[config.mk]
export PLATFORM = sky130hd
export DESIGN_NAME = hog_axil_master_flat
export DESIGN_NICKNAME = d
export VERILOG_FILES = /design/src/rtl/hog_axil_master_if.sv /design/src/rtl/hog_axil_master.sv /design/src/flat_wrapper.sv
export SDC_FILE = /design/constraint.sdc
export NUM_CORES = 1
export LEC_CHECK = 0
export ABC_AREA = 1
export CAP_MARGIN = 20
export CORE_MARGIN = 2
export CORE_UTILIZATION = 42
export CTS_CLUSTER_SIZE = 12
export DETAILED_ROUTE_END_ITERATION = 10
export GPL_ROUTABILITY_DRIVEN = 0
export PLACE_DENSITY = 0.88
export SLEW_MARGIN = 25
export SYNTH_ARGS = -nofsm -noshare
export SYNTH_HDL_FRONTEND = slang
export SYNTH_SLANG_ARGS = --single-unit
[constraint.sdc]
create_clock -name clk -period 1.7 [get_ports clk]
set_input_delay 0.255 -clock clk [delete_from_list [all_inputs] [get_ports clk]]
set_output_delay 0.255 -clock clk [all_outputs]
set_load 0.005 [all_outputs]
[src/rtl/hog_axil_master_if.sv]
// AXI4-Lite bus bundle between the command-driven initiator and the accelerator GP slave port.
interface hog_axil_master_if #(
  parameter int unsigned ADDR_W = 5,
  parameter int unsigned DATA_W = 32
);
  logic [ADDR_W-1:0]   awaddr;
  logic [2:0]          awprot;
  logic                awvalid;
  logic                awready;
  logic [DATA_W-1:0]   wdata;
  logic [DATA_W/8-1:0] wstrb;
  logic                wvalid;
  logic                wready;
  logic [1:0]          bresp;
  logic                bvalid;
  logic                bready;
  logic [ADDR_W-1:0]   araddr;
  logic [2:0]          arprot;
  logic                arvalid;
  logic                arready;
  logic [DATA_W-1:0]   rdata;
  logic [1:0]          rresp;
  logic                rvalid;
  logic                rready;

  modport master (
    output awaddr, awprot, awvalid, wdata, wstrb, wvalid, bready,
           araddr, arprot, arvalid, rready,
    input  awready, wready, bresp, bvalid, arready, rdata, rresp, rvalid
  );

  modport slave (
    input  awaddr, awprot, awvalid, wdata, wstrb, wvalid, bready,
           araddr, arprot, arvalid, rready,
    output awready, wready, bresp, bvalid, arready, rdata, rresp, rvalid
  );
endinterface

[src/rtl/hog_axil_master.sv]
// Single-outstanding AXI4-Lite initiator: one command in, one AXI write/read out, one response back,
// plus a saturating count of non-OKAY responses.
module hog_axil_master #(
  parameter int unsigned C_S_AXI_GP_DATA_WIDTH = 32,
  parameter int unsigned C_S_AXI_GP_ADDR_WIDTH = 5
) (
  input  logic                             clk,
  input  logic                             rst,
  input  logic                             cmd_valid,
  output logic                             cmd_ready,
  input  logic                             cmd_write,
  input  logic [C_S_AXI_GP_ADDR_WIDTH-1:0] cmd_addr,
  input  logic [C_S_AXI_GP_DATA_WIDTH-1:0] cmd_wdata,
  output logic                             rsp_valid,
  input  logic                             rsp_ready,
  output logic                             rsp_write,
  output logic [C_S_AXI_GP_DATA_WIDTH-1:0] rsp_rdata,
  output logic [1:0]                       rsp_resp,
  output logic [15:0]                      err_count,
  hog_axil_master_if.master                m_axi
);
  localparam int unsigned AW = C_S_AXI_GP_ADDR_WIDTH;
  localparam int unsigned DW = C_S_AXI_GP_DATA_WIDTH;
  localparam logic [AW-1:0] ADDR_MASK = ~AW'(3);

  typedef enum logic [2:0] {IDLE, WR_REQ, WR_RESP, RD_REQ, RD_DATA, RSP} state_e;

  state_e        state_q, state_d;
  logic [AW-1:0] addr_q;
  logic [DW-1:0] wdata_q;
  logic [15:0]   err_q;
  logic          awvalid_q, wvalid_q, bready_q, arvalid_q, rready_q;
  logic          cmd_ready_d, awvalid_d, wvalid_d, bready_d, arvalid_d, rready_d, rsp_valid_d;
  logic          cmd_hs, aw_done, w_done, b_hs, ar_hs, r_hs, rsp_hs, resp_err;
  logic [1:0]    cap_resp;

  // A channel is done once its valid has dropped or is handshaking this cycle.
  assign cmd_hs   = cmd_valid && cmd_ready;
  assign aw_done  = !awvalid_q || m_axi.awready;
  assign w_done   = !wvalid_q || m_axi.wready;
  assign b_hs     = m_axi.bvalid && bready_q;
  assign ar_hs    = arvalid_q && m_axi.arready;
  assign r_hs     = m_axi.rvalid && rready_q;
  assign rsp_hs   = rsp_valid && rsp_ready;
  assign cap_resp = b_hs ? m_axi.bresp : m_axi.rresp;
  assign resp_err = (b_hs || r_hs) && (cap_resp != 2'b00);

  assign m_axi.awaddr  = addr_q;
  assign m_axi.araddr  = addr_q;
  assign m_axi.awprot  = 3'b000;
  assign m_axi.arprot  = 3'b000;
  assign m_axi.wdata   = wdata_q;
  assign m_axi.wstrb   = '1;
  assign m_axi.awvalid = awvalid_q;
  assign m_axi.wvalid  = wvalid_q;
  assign m_axi.bready  = bready_q;
  assign m_axi.arvalid = arvalid_q;
  assign m_axi.rready  = rready_q;
  assign err_count     = err_q;

  // State and handshake-control registers; async clear drops every valid/ready at once.
  always_ff @(posedge clk or negedge rst) begin
    if (!rst) begin
      state_q   <= IDLE;
      cmd_ready <= 1'b0;
      awvalid_q <= 1'b0;
      wvalid_q  <= 1'b0;
      bready_q  <= 1'b0;
      arvalid_q <= 1'b0;
      rready_q  <= 1'b0;
      rsp_valid <= 1'b0;
    end else begin
      state_q   <= state_d;
      cmd_ready <= cmd_ready_d;
      awvalid_q <= awvalid_d;
      wvalid_q  <= wvalid_d;
      bready_q  <= bready_d;
      arvalid_q <= arvalid_d;
      rready_q  <= rready_d;
      rsp_valid <= rsp_valid_d;
    end
  end

  always_comb begin
    state_d = state_q;
    unique case (state_q)
      IDLE:    if (cmd_hs) state_d = cmd_write ? WR_REQ : RD_REQ;
      WR_REQ:  if (aw_done && w_done) state_d = WR_RESP;
      WR_RESP: if (b_hs) state_d = RSP;
      RD_REQ:  if (ar_hs) state_d = RD_DATA;
      RD_DATA: if (r_hs) state_d = RSP;
      RSP:     if (rsp_hs) state_d = IDLE;
      default: state_d = IDLE;
    endcase
  end

  // Next values of the registered outputs, derived from where the FSM is heading.
  always_comb begin
    cmd_ready_d = (state_d == IDLE);
    awvalid_d   = 1'b0;
    wvalid_d    = 1'b0;
    bready_d    = (state_d == WR_RESP);
    arvalid_d   = (state_d == RD_REQ);
    rready_d    = (state_d == RD_DATA);
    rsp_valid_d = (state_d == RSP);
    if (state_q == IDLE && state_d == WR_REQ) begin
      awvalid_d = 1'b1;
      wvalid_d  = 1'b1;
    end else if (state_q == WR_REQ) begin
      awvalid_d = awvalid_q && !m_axi.awready;
      wvalid_d  = wvalid_q && !m_axi.wready;
    end
  end

  // Command latch, response capture and saturating error counter.
  always_ff @(posedge clk or negedge rst) begin
    if (!rst) begin
      addr_q    <= '0;
      wdata_q   <= '0;
      rsp_write <= 1'b0;
      rsp_rdata <= '0;
      rsp_resp  <= 2'b00;
      err_q     <= 16'h0000;
    end else begin
      if (cmd_hs) begin
        addr_q  <= cmd_addr & ADDR_MASK;
        wdata_q <= cmd_wdata;
      end
      if (b_hs) begin
        rsp_write <= 1'b1;
        rsp_rdata <= '0;
        rsp_resp  <= m_axi.bresp;
      end else if (r_hs) begin
        rsp_write <= 1'b0;
        rsp_rdata <= m_axi.rdata;
        rsp_resp  <= m_axi.rresp;
      end
      if (resp_err && err_q != 16'hFFFF) err_q <= err_q + 16'd1;
    end
  end
endmodule
[src/flat_wrapper.sv]
// flat-port wrapper written by rule: the top's interface ports become plain ports
module hog_axil_master_flat 
#(
  parameter int unsigned C_S_AXI_GP_DATA_WIDTH = 32,
  parameter int unsigned C_S_AXI_GP_ADDR_WIDTH = 5
)
  (clk, rst, cmd_valid, cmd_ready, cmd_write, cmd_addr, cmd_wdata, rsp_valid, rsp_ready, rsp_write, rsp_rdata, rsp_resp, err_count, m_axi_awaddr, m_axi_awprot, m_axi_awvalid, m_axi_wdata, m_axi_wstrb, m_axi_wvalid, m_axi_bready, m_axi_araddr, m_axi_arprot, m_axi_arvalid, m_axi_rready, m_axi_awready, m_axi_wready, m_axi_bresp, m_axi_bvalid, m_axi_arready, m_axi_rdata, m_axi_rresp, m_axi_rvalid);
  hog_axil_master_if m_axi_i ();
  input  logic clk;
  input  logic rst;
  input  logic cmd_valid;
  output logic cmd_ready;
  input  logic cmd_write;
  input  logic [C_S_AXI_GP_ADDR_WIDTH-1:0] cmd_addr;
  input  logic [C_S_AXI_GP_DATA_WIDTH-1:0] cmd_wdata;
  output logic rsp_valid;
  input  logic rsp_ready;
  output logic rsp_write;
  output logic [C_S_AXI_GP_DATA_WIDTH-1:0] rsp_rdata;
  output logic [1:0] rsp_resp;
  output logic [15:0] err_count;
  output wire logic [$bits(m_axi_i.awaddr)-1:0] m_axi_awaddr;
  output wire logic [$bits(m_axi_i.awprot)-1:0] m_axi_awprot;
  output wire logic [$bits(m_axi_i.awvalid)-1:0] m_axi_awvalid;
  output wire logic [$bits(m_axi_i.wdata)-1:0] m_axi_wdata;
  output wire logic [$bits(m_axi_i.wstrb)-1:0] m_axi_wstrb;
  output wire logic [$bits(m_axi_i.wvalid)-1:0] m_axi_wvalid;
  output wire logic [$bits(m_axi_i.bready)-1:0] m_axi_bready;
  output wire logic [$bits(m_axi_i.araddr)-1:0] m_axi_araddr;
  output wire logic [$bits(m_axi_i.arprot)-1:0] m_axi_arprot;
  output wire logic [$bits(m_axi_i.arvalid)-1:0] m_axi_arvalid;
  output wire logic [$bits(m_axi_i.rready)-1:0] m_axi_rready;
  input wire logic [$bits(m_axi_i.awready)-1:0] m_axi_awready;
  input wire logic [$bits(m_axi_i.wready)-1:0] m_axi_wready;
  input wire logic [$bits(m_axi_i.bresp)-1:0] m_axi_bresp;
  input wire logic [$bits(m_axi_i.bvalid)-1:0] m_axi_bvalid;
  input wire logic [$bits(m_axi_i.arready)-1:0] m_axi_arready;
  input wire logic [$bits(m_axi_i.rdata)-1:0] m_axi_rdata;
  input wire logic [$bits(m_axi_i.rresp)-1:0] m_axi_rresp;
  input wire logic [$bits(m_axi_i.rvalid)-1:0] m_axi_rvalid;
  assign m_axi_awaddr = m_axi_i.awaddr;
  assign m_axi_awprot = m_axi_i.awprot;
  assign m_axi_awvalid = m_axi_i.awvalid;
  assign m_axi_wdata = m_axi_i.wdata;
  assign m_axi_wstrb = m_axi_i.wstrb;
  assign m_axi_wvalid = m_axi_i.wvalid;
  assign m_axi_bready = m_axi_i.bready;
  assign m_axi_araddr = m_axi_i.araddr;
  assign m_axi_arprot = m_axi_i.arprot;
  assign m_axi_arvalid = m_axi_i.arvalid;
  assign m_axi_rready = m_axi_i.rready;
  assign m_axi_i.awready = m_axi_awready;
  assign m_axi_i.wready = m_axi_wready;
  assign m_axi_i.bresp = m_axi_bresp;
  assign m_axi_i.bvalid = m_axi_bvalid;
  assign m_axi_i.arready = m_axi_arready;
  assign m_axi_i.rdata = m_axi_rdata;
  assign m_axi_i.rresp = m_axi_rresp;
  assign m_axi_i.rvalid = m_axi_rvalid;
  hog_axil_master #(.C_S_AXI_GP_DATA_WIDTH(C_S_AXI_GP_DATA_WIDTH), .C_S_AXI_GP_ADDR_WIDTH(C_S_AXI_GP_ADDR_WIDTH)) u_core (.clk(clk), .rst(rst), .cmd_valid(cmd_valid), .cmd_ready(cmd_ready), .cmd_write(cmd_write), .cmd_addr(cmd_addr), .cmd_wdata(cmd_wdata), .rsp_valid(rsp_valid), .rsp_ready(rsp_ready), .rsp_write(rsp_write), .rsp_rdata(rsp_rdata), .rsp_resp(rsp_resp), .err_count(err_count), .m_axi(m_axi_i));
endmodule
==> results of run 1 <==
sequential cells by signal, summed over array words and instances (netlist names):
| signal | count |
|---|---|
| u_core.rsp_resp | 2 |
| u_core.m_axi.wdata | 32 |
| u_core.rsp_rdata | 32 |
| u_core.state_q | 3 |
| u_core.m_axi.awvalid | 1 |
| u_core.m_axi.araddr | 3 |
| u_core.m_axi.wvalid | 1 |
| u_core.m_axi.arvalid | 1 |
| u_core.err_count | 16 |
| u_core.m_axi.rready | 1 |
| u_core.cmd_ready | 1 |
| u_core.rsp_valid | 1 |
| u_core.rsp_write | 1 |
| u_core.m_axi.bready | 1 |
area by class of cell:
type                       instances  area, sq um  share of cell area
sequential                        96         2410               0.374
inverter                          23         90.1              0.0140
tap                              136          170              0.0265
clock buffer                       9          124              0.0193
multi-input combinational        388         1660               0.258
timing repair buffer             194         1920               0.299
clock inverter                     7         52.6             0.00818
per-layer routing:
layer  track usage  share of wire  vias up
li1              -              -     1985
met1         0.243           0.40     1938
met2         0.354           0.51      164
met3        0.0439          0.072       20
met4        0.0761          0.021        0
met5             0              0        -
worst reg2reg max path, delay by kind of cell, from the launching register on:
kind / cells / cell delay (ns)
adders and majority gates: 1 / 0.27
buffers and inverters: 3 / 0.27
DFF: 1 / 0.44
and+or+nand+nor: 6 / 0.52
worst max path at each step:
stage	start	cells past startpoint	slack, ns	endpoint
detailed placement	m_axi_bvalid	10	-0.04	u_core.m_axi.wvalid
global placement	m_axi_bvalid	10	0.007	u_core.err_count[6]
CTS	u_core.err_count[2]	1	0.02	err_count[2]
global route	u_core.err_count[1]	10	0.01	u_core.err_count[5]
finish	u_core.err_count[10]	1	0.07	err_count[10]
floorplan	u_core.err_count[0]	11	0.23	u_core.err_count[3]
logic make-up (layout without fill, tap and decap cells):
group                      after synthesis  count (layout)  synth area share
other                                    2              14           0.00173
adders and majority gates                1               1           0.00289
AOI/OAI and AO/OA                       15              15            0.0173
buffers and inverters                   61             233            0.0733
xor gates and xnor gates                10              10            0.0202
DFF                                     96              96             0.554
and+or+nand+nor                        348             348             0.330
layout by cell type, fill, tap and decap left out, types with 6 or more instances in the layout:
master / n
inv_1: 18
xnor2_1: 10
clkdlybuf4s50_1: 175
nand2_2: 7
nand4_1: 6
clkbuf_8: 9
buf_4: 16
a21oi_1: 11
conb_1: 14
nand3_1: 58
dfrtp_1: 93
nand2_1: 248
nor2_1: 25
power breakdown:
part | leakage [uW] | total [uW] | switching (uW) | internal (uW)
Sequential | 0.00125 | 3770 | 592 | 3180
Combinational | 0.00179 | 4160 | 1800 | 2360
Clock | 0.0000908 | 1360 | 813 | 548
through the flow:
step	instances	worst slack, ns	power, uW	hold WS [ns]
after floorplan	545	0.235	5430	-0.0406
after global placement	836	0.00734	7790	0.181
after detailed placement	836	-0.0396	7980	0.180
after CTS	853	0.0194	9390	0.356
after global routing	853	0.0102	9940	0.401
final	853	0.0659	9290	0.373
what timing repair did:
| item | CTS | global route |
|---|---|---|
| endpoints found under the hold margin | 23 | 0 |
| gates resized for setup | 0 | 3 |
| endpoints found under the setup margin | 0 | 3 |
| hold buffers | 1 | 0 |
==> impl_results.md, run 1 <==
* CTS tree: built
* Clock transition at path regs at 0.10 ns
* Crit-path max cell delay at 0.55 ns
* Most instantiated library cell after synthesis: nand2_1
* Setup_tns at 0 ns
* Crit path time final at 1.63 ns
* Worst min-delay path category: in2async
* RSZ-0062 raised after global routing: false
* First-pass GRT wire length at 18.4 mm
* Row cnt at 37
* Slew Limit Fails at 0
* Ranking of synthesized cells by area: dfrtp_1 (55%), nand2_1 (21%), nand3_1 (6.7%), buf_4 (2.9%), nor2_1 (2.2%)
* Initial Utilization at 0.426
* CTS Buf Count at 9
* #FFs+latches synth at 96
* Share of cells above drive strength 1 at 0.0725
* H-tree levels at 3
* Die H at 106 um
* Hpwl dp at 8.46 mm
* Critical Path RT at 1.44 ns
* DP Area at 0.00623 sq mm
* Crit Path Category: reg2out
* Final setup vio count at 0
* Slowest CP cell: clkdlybuf4s50_1
* FMAX at 612 MHz
* Syn Area/Cell at 8.13 sq um
* Synth warnings at 0
* Fill cells at 837
* Layout Utilization at 0.631
* Worst skew pair latency at 0.35 ns
* Crit end category: output pin
* Post-synth top cells: nand2_1 (248), dfrtp_1 (96), nand3_1 (58)
* Die footprint at 0.0112 sq mm
* Power Dens Cells at 1450 mW/mm^2
* R2r setup slk at 0.10 ns
* IO Port Bufs at 176
* Crit path buf inv count at 1
* Worst-path cell chain: clkdlybuf4s50_1
* Clock Sinks at 96
* Gr ovfl total at 0
* Vias in the first global route at 4077
* Antenna cells at 0
* Core ar. at 0.0102 sq mm
* Vias at 4107
* 1st-pass router iterations at 4
* Synth top area share at 0.554
* Root buffer cell: clkbuf_8
* Post-synth EDFFs at 0
* Outcome: finished clean
* FF-to-FF path depth at 10
* I/O pins at 193
* Max-Cap Viols at 0
* Syn-to-layout area delta at 48.2%
* Sequential fraction of the synthesis area at 0.554
* Post-synth ARST share at 1.00
* Skew final at 0.0150 ns
* Design area at 0.00642 sq mm
* ANT nets after route at 0
* Leak at 0.00313 uW
* Fin nets at 796
* Clk buf depth at 2
* Synth Cell Area at 0.00434 sq mm
* Routed len/inst at 13.4 um
* Setup bufs post-CTS at 0
* RR Endpoint: u_core.err_count[7]
* WP data arrival at 1.38 ns
* Most used flip-flop cell after synthesis: dfrtp_1
* Global-route usage over all layers at 0.202
* Antenna violations before repair at 0
* Post-route DRC at 0
* Largest net degree at the start of global routing at 53
* Iter 0 DRT Violations at 212
* Final hold violation count at 0
* Worst path top cell family by delay: buffers and inverters
* Detailed Route WL at 11.4 mm
* Vias per cell at 4.81
* Critical R2R Launch: u_core.err_count[1]
* Die Wd at 106 um
* Cells after Synth at 533
* Peak supply drop at 683 uV
* Count of different cell masters after synthesis at 24
* Final period util at 0.961
* Worst setup SP type: flip-flop
* Crit path max fanout at 6
* Cell taking the most area after synthesis: dfrtp_1
No activity file was read; power rests on OpenSTA's default activity.
==> inputs of run 2 (changes only) <==
--- a/config.mk
+++ b/config.mk
@@ -12,6 +12,7 @@
 export CTS_CLUSTER_SIZE = 12
 export DETAILED_ROUTE_END_ITERATION = 10
 export GPL_ROUTABILITY_DRIVEN = 0
+export GPL_TIMING_DRIVEN = 0
 export PLACE_DENSITY = 0.88
 export SLEW_MARGIN = 25
 export SYNTH_ARGS = -nofsm -noshare
==> run 2 against run 1 <==
Effect of this change: clock skew decreased by 0.0040 ns; critical endpoint is now err_count[8]; highest routed layer unchanged; final area increased by 3.3%; sequential share of layout area down 1.2 points; worst setup slack worse by 0.015 ns; via count up 3.2%.
==> impl_results.md, run 2 (synthesis results as in run 1) <==
* Root buffer cell: clkbuf_8
* Detailed Route WL at 12.0 mm
* Global-route usage over all layers at 0.216
* CTS tree: built
* Slew Limit Fails at 0
* ANT nets after route at 0
* Crit-path max cell delay at 0.55 ns
* Die H at 106 um
* Crit path buf inv count at 1
* Critical Path RT at 1.44 ns
* Hold WS at 0.394 ns
* Critical R2R Launch: u_core.err_count[1]
* Outcome: finished clean
* Commonest non-fill, non-tap cells in the layout: nand2_1 (248), clkdlybuf4s50_1 (175), dfrtp_1 (93), nand3_1 (58), nor2_1 (25)
* Sw Ratio at 0.326
* Setup_tns at 0 ns
* Initial Utilization at 0.426
* Routed len/inst at 13.6 um
* Iter 0 DRT Violations at 201
* Max-Cap Viols at 0
* Final period util at 0.970
* Leak at 0.00323 uW
* Power Dens Cells at 1490 mW/mm^2
* Crit path time final at 1.65 ns
* Worst setup SP type: flip-flop
* Vias per cell at 4.83
* Worst skew pair latency at 0.36 ns
* Share of cells above drive strength 1 at 0.0863
* First-pass GRT wire length at 19.5 mm
* Clock Sinks at 96
* Overall power at 9850 uW
* RR Endpoint: u_core.err_count[8]
* Row cnt at 37
* Crit end category: output pin
* Clk buf depth at 2
* Final hold violation count at 0
* R2r setup slk at 0.09 ns
* Inst Count DP at 858
* Die Wd at 106 um
* Final setup vio count at 0
* Crit path max fanout at 6
* Peak supply drop at 727 uV
* I/O pins at 193
* Post-Layout Cell Count at 878
* Cell depth of the worst setup path at 1
* Worst-path cell chain: clkdlybuf4s50_1
* Core ar. at 0.0102 sq mm
* Cell internal pwr at 6640 uW
* 1st-pass router iterations at 4
* Slowest CP cell: clkdlybuf4s50_1
* Syn-to-layout area delta at 53.0%
* Gr ovfl total at 0
* Antenna violations before repair at 0
* H-tree levels at 3
* Post-route DRC at 0
* Fin nets at 821
* Sw Pwr at 3210 uW
* IO Port Bufs at 176
* Skew final at 0.0110 ns
* Worst min-delay path category: in2async
* Antenna cells at 0
* Largest net degree at the start of global routing at 50
* Combinational share of power at 0.431
* Clk pwr share at 0.185
* Register share of total power at 0.383
* Hpwl dp at 9.10 mm
* FF-to-FF path depth at 11
* FMAX at 606 MHz
* WP data arrival at 1.39 ns
* Most common cell after layout, fill and taps aside: nand2_1
* Die footprint at 0.0112 sq mm
* Vias at 4240
* Vias in the first global route at 4203
* CTS Buf Count at 9
* Crit Path Category: reg2out
* Worst path top cell family by delay: buffers and inverters
* Clock transition at path regs at 0.09 ns
* Layout Utilization at 0.651
==> run 2: cell type report <==
| type | instances | area [sq um] |
|---|---|---|
| flip-flops and latches | 96 | 2410 |
| repair buffers | 181 | 1820 |
| fillers | 824 | 3550 |
| well taps | 136 | 170 |
| multi-input cells | 388 | 1660 |
| clock inverters | 5 | 103 |
| inverters | 23 | 90.1 |
| clock buffers | 11 | 151 |
| plain buffers | 38 | 228 |
==> run 2: per-stage QoR <==
step	cell area, sq um	setup WS [ns]
detailed placement	6340	-0.135
global route	6630	-0.0117
finish	6630	0.0510
global placement	6310	-3.02
CTS	6610	0.0136
floorplan	4380	0.235
==> run 2: worst max path at each step <==
stage / startpoint / end / slack [ns]
after floorplan: u_core.err_count[0] / u_core.err_count[3] / 0.23
after global placement: rst / u_core.m_axi.wdata[14] / -3.02
after detailed placement: m_axi_bvalid / u_core.err_count[1] / -0.13
after CTS: u_core.err_count[0] / u_core.err_count[1] / 0.01
after global routing: u_core.err_count[2] / err_count[2] / -0.01
final: u_core.err_count[8] / err_count[8] / 0.05
==> run 2: what timing repair did <==
item                       4_1_cts  5_1_grt
setup endpoints to repair        0       15
buffers inserted                 0        3
resized for setup                0        4
hold buffers                     1        0
hold endpoints to repair        48        0
==> run 2: power by group through the flow <==
stage	logic, uW	clock network, uW	registers (uW)
2_1_floorplan	1620	0	3810
5_1_grt	4670	1970	3880
6_report	4250	1830	3780
3_3_place_gp	4050	0	3760
4_1_cts	4230	1870	3780
3_5_place_dp	4200	0	3810
==> run 2: routing by layer <==
layer	global-route usage	share of wire
met2	0.384	0.51
met3	0.0470	0.073
met1	0.253	0.40
met4	0.0855	0.020
met5	0	0
==> inputs of run 3 (changes only) <==
--- a/config.mk
+++ b/config.mk
@@ -12,8 +12,9 @@
 export CTS_CLUSTER_SIZE = 12
 export DETAILED_ROUTE_END_ITERATION = 10
 export GPL_ROUTABILITY_DRIVEN = 0
-export GPL_TIMING_DRIVEN = 0
+export GPL_TIMING_DRIVEN = 1
 export PLACE_DENSITY = 0.88
+export RECOVER_POWER = 100
 export SLEW_MARGIN = 25
 export SYNTH_ARGS = -nofsm -noshare
 export SYNTH_HDL_FRONTEND = slang
==> run 3 against run 2 <==
Effect of this change: count of clock-buffer cells in the layout decreased by 2; final area decreased by 3.7%; clock skew increased by 0.0046 ns; worst hold slack improved by 0.036 ns; first-iteration DRC count decreased by 3.0%; sequential power decreased by 2%; combinational power decreased by 11%; critical path type unchanged.
==> impl_results.md, run 3 (synthesis results as in run 1) <==
* Outcome: finished clean
* First-pass GRT wire length at 18.4 mm
* Share of cells above drive strength 1 at 0.0656
* CTS tree: built
* ANT nets after route at 0
* WP data arrival at 1.37 ns
* Worst skew pair latency at 0.36 ns
* Vias in the first global route at 4077
* Fin nets at 796
* Fill cells at 848
* FF-to-FF path depth at 10
* Worst Hold Launch: cmd_wdata[4]
* Iter 0 DRT Violations at 195
* Vias at 4102
* Overall power at 8880 uW
* Crit path time final at 1.63 ns
* Final period util at 0.957
* Commonest non-fill, non-tap cells in the layout: nand2_1 (251), clkdlybuf4s50_1 (93), dfrtp_1 (93), dlygate4sd3_1 (83), nand3_1 (58)
* Die footprint at 0.0112 sq mm
* Slowest CP cell: dlygate4sd3_1
* Crit end category: output pin
* Largest net degree at the start of global routing at 53
* Gr ovfl total at 0
* Crit path buf inv count at 1
* Vias per cell at 4.81
* Clock transition at path regs at 0.09 ns
* Max_slew headroom at 0.515
* CTS Buf Count at 9
* Worst setup slack after placement at -0.0396 ns
* Critical Path RT at 1.44 ns
* Initial Utilization at 0.426
* Max-Cap Viols at 0
* RR Endpoint: u_core.err_count[7]
* Worst-path cell chain: dlygate4sd3_1
* Clk buf depth at 2
* Final setup vio count at 0
* Hold Path Depth at 3
* Die Wd at 106 um
* Hpwl dp at 8.46 mm
* Slew Limit Fails at 0
* Routed len/inst at 13.3 um
* FMAX at 615 MHz
* Design area at 0.00639 sq mm
* I/O pins at 193
* Crit path max fanout at 5
* Clock Sinks at 96
* Core ar. at 0.0102 sq mm
* Final hold violation count at 0
* RSZ-0062 raised after global routing: false
* Critical R2R Launch: u_core.err_count[1]
* Peak supply drop at 650 uV
* Worst min-delay path category: in2reg
* R2r setup slk at 0.10 ns
* Global-route usage over all layers at 0.202
* Hold-critical path endpoint: u_core.m_axi.wdata[4]
* Detailed Route WL at 11.4 mm
* Skew final at 0.0155 ns
* Syn-to-layout area delta at 47.4%
* Row cnt at 37
* Crit-path max cell delay at 0.59 ns
* Hold WS at 0.430 ns
* H-tree levels at 3
* Post-route DRC at 0
* Leak at 0.00329 uW
* Most common cell after layout, fill and taps aside: nand2_1
* Antenna violations before repair at 0
* DP Area at 0.00623 sq mm
* Root buffer cell: clkbuf_8
* Antenna cells at 0
* IO Port Bufs at 176
* 1st-pass router iterations at 6
* Die H at 106 um
* Crit Path Category: reg2out
* Worst setup SP type: flip-flop
* Worst-Margin Slew at 0.727 ns
* Setup WS post-layout at 0.0734 ns
* Worst path top cell family by delay: buffers and inverters
* Power Dens Cells at 1390 mW/mm^2
-- run 3: changes by cell type in the layout (fill, tap and decap cells not counted), sizes merged --
cell,previous run,this run
buf,39,12
bufinv,3,0
clkdlybuf4s50,175,93
clkinv,2,3
dlygate4sd3,1,83
inv,22,26
-- run 3: worst register-to-register path, cell delays in order (launching register included) --
cell	delay, ns
dfrtp_1	0.43
ha_1	0.27
nand3_2	0.12
inv_2	0.04
nand2_2	0.10
clkinv_2	0.07
nand2_2	0.08
nand2_4	0.08
buf_4	0.16
nand2_1	0.07
nand2_1	0.07
-- run 3: per-stage QoR --
stage | cells | util | setup TNS (ns)
after global routing | 853 | 0.627 | 0
after global placement | 836 | 0.612 | 0
after CTS | 853 | 0.630 | 0
after floorplan | 545 | - | 0
final | 853 | 0.627 | 0
after detailed placement | 836 | 0.612 | -0.182
-- run 3: worst max-delay path by stage --
stage / from / endpoint / cells past startpoint
floorplan: u_core.err_count[0] / u_core.err_count[3] / 11
finish: u_core.err_count[6] / err_count[6] / 1
global placement: m_axi_bvalid / u_core.err_count[6] / 10
global route: u_core.err_count[0] / err_count[0] / 2
detailed placement: m_axi_bvalid / u_core.m_axi.wvalid / 10
CTS: u_core.err_count[2] / err_count[2] / 1
-- run 3: routing by layer --
metal	routed length, um	track usage	up-vias
met5	0	0	-
met1	4550	0.243	1934
met3	820	0.0439	20
met2	5750	0.354	160
met4	242	0.0761	0
li1	-	-	1988
-- run 3: report_power, final --
| part | total, uW | leakage, uW | internal (uW) | switching, uW |
|---|---|---|---|---|
| registers | 3720 | 0.00125 | 3180 | 548 |
| logic | 3800 | 0.00194 | 2010 | 1790 |
| clock network | 1360 | 0.0000908 | 548 | 815 |
-- run 3: layout make-up --
type	count	area, sq um	area share
flip-flops and latches	96	2410	0.377
inverters	23	90.1	0.0141
multi-input cells	388	1650	0.259
repair buffers	194	1890	0.296
clock buffers	9	124	0.0194
well taps	136	170	0.0266
clock inverters	7	52.6	0.00822
-- run 3: what timing repair did --
| item | 4_1_cts | 5_1_grt |
|---|---|---|
| endpoints found under the setup margin | 0 | 3 |
| hold buffers | 1 | 0 |
| setup buffers | 0 | 0 |
| hold endpoints to repair | 23 | 0 |
| gates resized for setup | 0 | 3 |
